==> src/rtl/cpu_pkg.sv <==
// Shared CPU types: T-phase encoding, store sequencer states and address-offset helpers.
package cpu_pkg;

    localparam int unsigned ADR_W  = 16;
    localparam int unsigned DATA_W = 16;
    localparam int unsigned BYTE_W = 8;

    typedef enum logic [1:0] {T1, T2, T3, T4} t_phase_t;

    typedef enum logic [1:0] {ST_IDLE, ST_BYTE0, ST_BYTE1} store16_state_t;

    // Operands captured when a store is accepted
    typedef struct packed {
        logic              push;
        logic [ADR_W-1:0]  adr;
        logic [DATA_W-1:0] val;
    } store16_req_t;

    // Address offset for each byte: ascending store uses 0/+1, PUSH uses -1/-2
    function automatic logic signed [1:0] store_offset(input logic push, input logic second);
        logic signed [1:0] off;
        if (push) begin
            off = second ? 2'sb10 : 2'sb11;
        end else begin
            off = second ? 2'sb01 : 2'sb00;
        end
        return off;
    endfunction

    // Modulo-2^16 base plus sign-extended 2-bit offset
    function automatic logic [ADR_W-1:0] add_offset(input logic [ADR_W-1:0] base,
                                                    input logic signed [1:0] off);
        return base + {{(ADR_W-2){off[1]}}, off};
    endfunction

endpackage

==> src/rtl/store16_seq.sv <==
// Emits a 16-bit value as two consecutive byte-write M-cycles (ascending store or PUSH).
module store16_seq
    import cpu_pkg::*;
#(
    parameter int unsigned DOUT_T = 1,
    parameter int unsigned WR_T   = 2
) (
    input  logic              clk,
    input  logic              nreset,
    input  logic [1:0]        t_phase,
    input  logic              start,
    input  logic              push,
    input  logic [ADR_W-1:0]  adr_in,
    input  logic [DATA_W-1:0] val_in,
    output logic [ADR_W-1:0]  adr,
    output logic [BYTE_W-1:0] dout,
    output logic              wr,
    output logic              busy,
    output logic              done,
    output logic [ADR_W-1:0]  sp_out
);

    store16_state_t    state_q;
    store16_state_t    state_d;
    store16_req_t      req_q;
    logic [ADR_W-1:0]  sp_q;
    t_phase_t          phase;
    logic              last_t_c;
    logic              accept_c;
    logic              second_c;
    logic [BYTE_W-1:0] byte_c;

    assign phase    = t_phase_t'(t_phase);
    assign last_t_c = (phase == T4);
    // A new store is taken when idle, or at T4 of the last byte for back-to-back stores
    assign accept_c = start && last_t_c && (state_q == ST_IDLE || state_q == ST_BYTE1);
    assign sp_out   = sp_q;

    // State register; reset drops the bus immediately since all bus outputs decode from it
    always_ff @(posedge clk or negedge nreset) begin
        if (!nreset) begin
            state_q <= ST_IDLE;
        end else begin
            state_q <= state_d;
        end
    end

    // Operand latch and final stack/address result, updated only on an accepted start
    always_ff @(posedge clk or negedge nreset) begin
        if (!nreset) begin
            req_q <= '0;
            sp_q  <= '0;
        end else if (accept_c) begin
            req_q <= '{push: push, adr: adr_in, val: val_in};
            sp_q  <= add_offset(adr_in, store_offset(push, 1'b1));
        end
    end

    // Next-state: advance only at T4 boundaries
    always_comb begin
        state_d = state_q;
        if (last_t_c) begin
            case (state_q)
                ST_IDLE:  state_d = start ? ST_BYTE0 : ST_IDLE;
                ST_BYTE0: state_d = ST_BYTE1;
                ST_BYTE1: state_d = start ? ST_BYTE0 : ST_IDLE;
                default:  state_d = ST_IDLE;
            endcase
        end
    end

    // Bus outputs decoded from state and T-phase; nothing driven outside write M-cycles
    always_comb begin
        adr      = '0;
        dout     = '0;
        wr       = 1'b0;
        busy     = 1'b0;
        done     = 1'b0;
        second_c = (state_q == ST_BYTE1);
        byte_c   = (req_q.push ^ second_c) ? req_q.val[15:8] : req_q.val[7:0];
        if (state_q == ST_BYTE0 || state_q == ST_BYTE1) begin
            busy = 1'b1;
            adr  = add_offset(req_q.adr, store_offset(req_q.push, second_c));
            dout = (t_phase >= 2'(DOUT_T)) ? byte_c : '0;
            wr   = (t_phase >= 2'(WR_T));
            done = second_c && last_t_c;
        end
    end

endmodule

==> config.mk <==
export PLATFORM = sky130hd
export DESIGN_NAME = store16_seq
export DESIGN_NICKNAME = d
export VERILOG_FILES = /design/src/rtl/cpu_pkg.sv /design/src/rtl/store16_seq.sv
export SDC_FILE = /design/constraint.sdc
export NUM_CORES = 1
export LEC_CHECK = 0
export ABC_AREA = 1
export BUFFER_PORTS_ARGS = -buffer_cell sky130_fd_sc_hd__buf_2
export CORE_MARGIN = 5
export CORE_UTILIZATION = 52
export DETAILED_ROUTE_END_ITERATION = 7
export GPL_TIMING_DRIVEN = 1
export PLACE_DENSITY_LB_ADDON = 0.3
export SLEW_MARGIN = 10
export SYNTH_ARGS = -nofsm -noshare
export SYNTH_HDL_FRONTEND = slang
export SYNTH_SLANG_ARGS = --single-unit
==> constraint.sdc <==
create_clock -name clk -period 3.1 [get_ports clk]
set_input_delay 0.31 -clock clk [delete_from_list [all_inputs] [get_ports clk]]
set_output_delay 0.31 -clock clk [all_outputs]
set_load 0.01 [all_outputs]
==> impl_summary.md <==
STA
The highest clock frequency the design can meet is 349 MHz. After routing, the total negative slack on setup checks comes to 0 ns. Setup violations remaining at the end of the flow were counted as 0. Across the routed clock network, the largest skew measured is 0.00553 ns.

In this run the tightest slew margin relative to its limit is 52.6%. For the pin with the worst max-slew slack, the measured transition is 0.710 ns. The shortest clock period the worst path allows after layout is 2.86 ns. The final hold slack is 0.0169 ns. The final count of pins violating max slew came to 0. Setup repair after global routing left no endpoint under its margin. After layout, the worst path uses 92.4% of the clock period. Once routing completed, OpenROAD measured the worst setup slack at 0.237 ns. The final hold violation count was 0.

Setup path
The critical path in this run is classified as flip-flop to primary output. The reg-to-reg startpoint is state_q[0]. The capturing element type of the critical path is a primary output. The worst register-to-register path has a setup slack of 1.17 ns. The maximum fanout along the worst path is 4.

The depth of the worst register-to-register path is 9. The worst path required time is 2.79 ns. The capture point of the worst reg-to-reg path is sp_out[8]. STA puts the critical path data arrival time at 2.55 ns. The worst setup path is launched from a flip-flop.

Logic synthesis
After synthesis, the cell types taking the most area are dfrtp_1, nand2_1, ha_1, inv_1, a21oi_1. The netlist uses 28 different library cells. The sequential cell area fraction in the yosys report is roughly 33%. The number of nets in the synthesized netlist is 654. Yosys mapped a number of flops with a built-in enable equal to 0.

The area of the mapped netlist is 0.00385 sq mm. The share of flip-flops with an asynchronous set or reset after synthesis is 100%. The cell taking the most area after synthesis is dfrtp_1. The fraction of post-synthesis cell area in the top cell type by area is around a third.

The Yosys step of the flow raised 0 warnings. A synthesized cell averages 6.62 sq um. Among all flip-flop cells after synthesis, the most frequent one is dfrtp_1. The post-synthesis sequential element count is 51. Synthesis produced a netlist whose cell count is 581.

Floorplanning
The standard-cell row count is 31. The top-level port count is 81. The core region is 0.00721 sq mm. The width of the chip is 96.0 microns. Measured along the y axis, the die boundary spans 96.0 microns. The starting density of the core is 53.3%. The die area is 0.00922 sq mm.

Clock tree
The clock drives 51 sinks. TritonCTS created 5 clock buffers. Clock-pin slew was measured on the worst setup and hold paths at 0.09 ns. The number of hold buffers added after CTS was 0. The clock network latency to the later pin of the worst-skew pair is about 0.30 ns. Counting along the longest clock path gives a buffer depth of 2.

In this run the number of H-tree levels came out at 2. The tree is rooted in a clkbuf_8. TritonCTS built the clock tree.

Final layout
The share of cells above drive strength 1 is 16.2%. The number of antenna diodes in the final layout is 0. In the final design database the tool counted 737 nets. In the layout the commonest cells are nand2_1, buf_2, inv_1.

The multi-input combinational cells in the finished layout cover a total of 0.00226 sq mm. The commonest non-fill, non-tap cell in the layout is nand2_1. After filler insertion, the fill cell instance count of the layout stands at 708. The post-synthesis to final-layout area growth is 17.2%. Registers take 0.00128 sq mm.

Drt
In the final routed layout, each cell accounts on average for 11.5 microns. The detailed-route DRC error count is 0. The first routing iteration left 166 violations. The number of antenna-violating nets in the routed design is 0. The number of iterations in the first detailed-routing pass is 4. The count of vias placed by the detailed router is 3672. The final wirelength is 8770 microns.

The ratio of routed vias to standard cells is between 4 and 5.

GRT
The first-pass GRT wire length is 15000 microns. The pin count of the biggest net entering global routing is 54. For this run the aggregate overflow at the end of global routing stands at 0. The number of global-route vias before repair is 3406.

The total routing usage reported by global routing is 20.0%. The number of antenna violations at the first check in global routing is 0.

Placement
The wire-length estimate of the detail-placed layout is 6850 microns. Port buffering added 80 buffers. OpenSTA, run right after detailed placement, puts the worst setup slack at roughly 0.37 ns. The final RePlAce weighted congestion is slightly below 0.9.

Min path
The worst hold path class is input port to asynchronous set/reset pin.

Pwr
The worst supply voltage drop on vdd is 0.000330 V. The cell area power density is 753 mW/mm^2. The leakage power total is 2.66 nW.

Run status
The flow ran to the end, and the final reports show no timing, DRC or antenna violations.

Run
Max-cap violations in this run came to 0.
per-stage QoR:
step | instance area (sq um) | util, % | cells | power (mW)
final | 4510 | 62.5 | 764 | 3.40
after global routing | 4510 | 62.5 | 764 | 3.75
after CTS | 4460 | 61.8 | 760 | 3.37
after detailed placement | 4330 | 60.1 | 752 | 2.87
after global placement | 4330 | 60.1 | 752 | 2.82
after floorplan | 3850 | - | 581 | 2.30
power breakdown:
part | switching, mW | internal [mW]
sequential | 0.125 | 0.885
clock | 0.219 | 0.266
combinational | 1.14 | 0.756
total | 1.49 | 1.91
sequential cells by signal (all words and copies together) (netlist names):
signal   count
sp_out      16
state_q      2
req_q       33
layout make-up:
cell class,instances,share of cell area [%]
multi-input cells,445,50.0
flip-flops and latches,51,28.3
repair buffers,87,10.1
inverters,74,6.16
well taps,99,2.75
clock buffers,6,1.83
clock inverters,2,0.860
Yosys cell counts, types with 8 or more instances:
| master | instances |
|---|---|
| ha_1 | 33 |
| buf_2 | 9 |
| nand3_1 | 28 |
| o21ai_0 | 22 |
| a21oi_1 | 32 |
| dfrtp_1 | 51 |
| o21ai_1 | 8 |
| nand2_1 | 247 |
| xnor2_1 | 10 |
| nor2_1 | 42 |
| inv_1 | 73 |
per-layer routing:
layer / track usage (%) / part of all wire (%) / up-vias
met1: 27.7 / 47 / 1604
met4: 5.69 / 1.5 / 0
li1: - / - / 1979
met3: 2.03 / 4.0 / 8
met2: 33.2 / 47 / 81
met5: 0 / 0 / -
critical path, cell delays in order, from the launching register on:
cell and delay, ns:
dfrtp_1 0.43, inv_2 0.10, ha_4 0.15, xor2_2 0.16
ha_2 0.19, inv_1 0.05, fa_2 0.33, inv_2 0.06
nand3_1 0.07, nand2_2 0.09, nand2_1 0.08, nand2_2 0.08
buf_4 0.11, o21ai_0 0.06, a21oi_1 0.13, buf_2 0.14
cells by family (layout without fill, tap and decap cells):
logic type | count (synthesis) | after routing | share of synthesized area [%]
XOR/XNOR | 11 | 11 | 2.70
flip-flops | 51 | 51 | 33.2
adder cells (fa/ha/maj) | 35 | 35 | 11.8
AND/OR/NAND/NOR | 332 | 332 | 34.5
AO/OA/AOI/OAI | 67 | 67 | 9.11
buffers and inverters | 85 | 169 | 8.78
worst max-delay path by stage:
stage                           from  slack, ns      end
after floorplan           state_q[0]       0.38  adr[14]
after global placement    state_q[0]       0.49  adr[14]
after detailed placement  state_q[0]       0.37  adr[14]
after CTS                 state_q[0]     0.0009  adr[14]
after global routing      state_q[0]       0.02  adr[14]
final                     state_q[0]       0.24   adr[6]
timing repair:
item / CTS / global route
gates resized for setup: 0 / 8
setup endpoints to repair: 0 / 5
buffers inserted: 0 / 4
(Power assumes the default switching activity.)
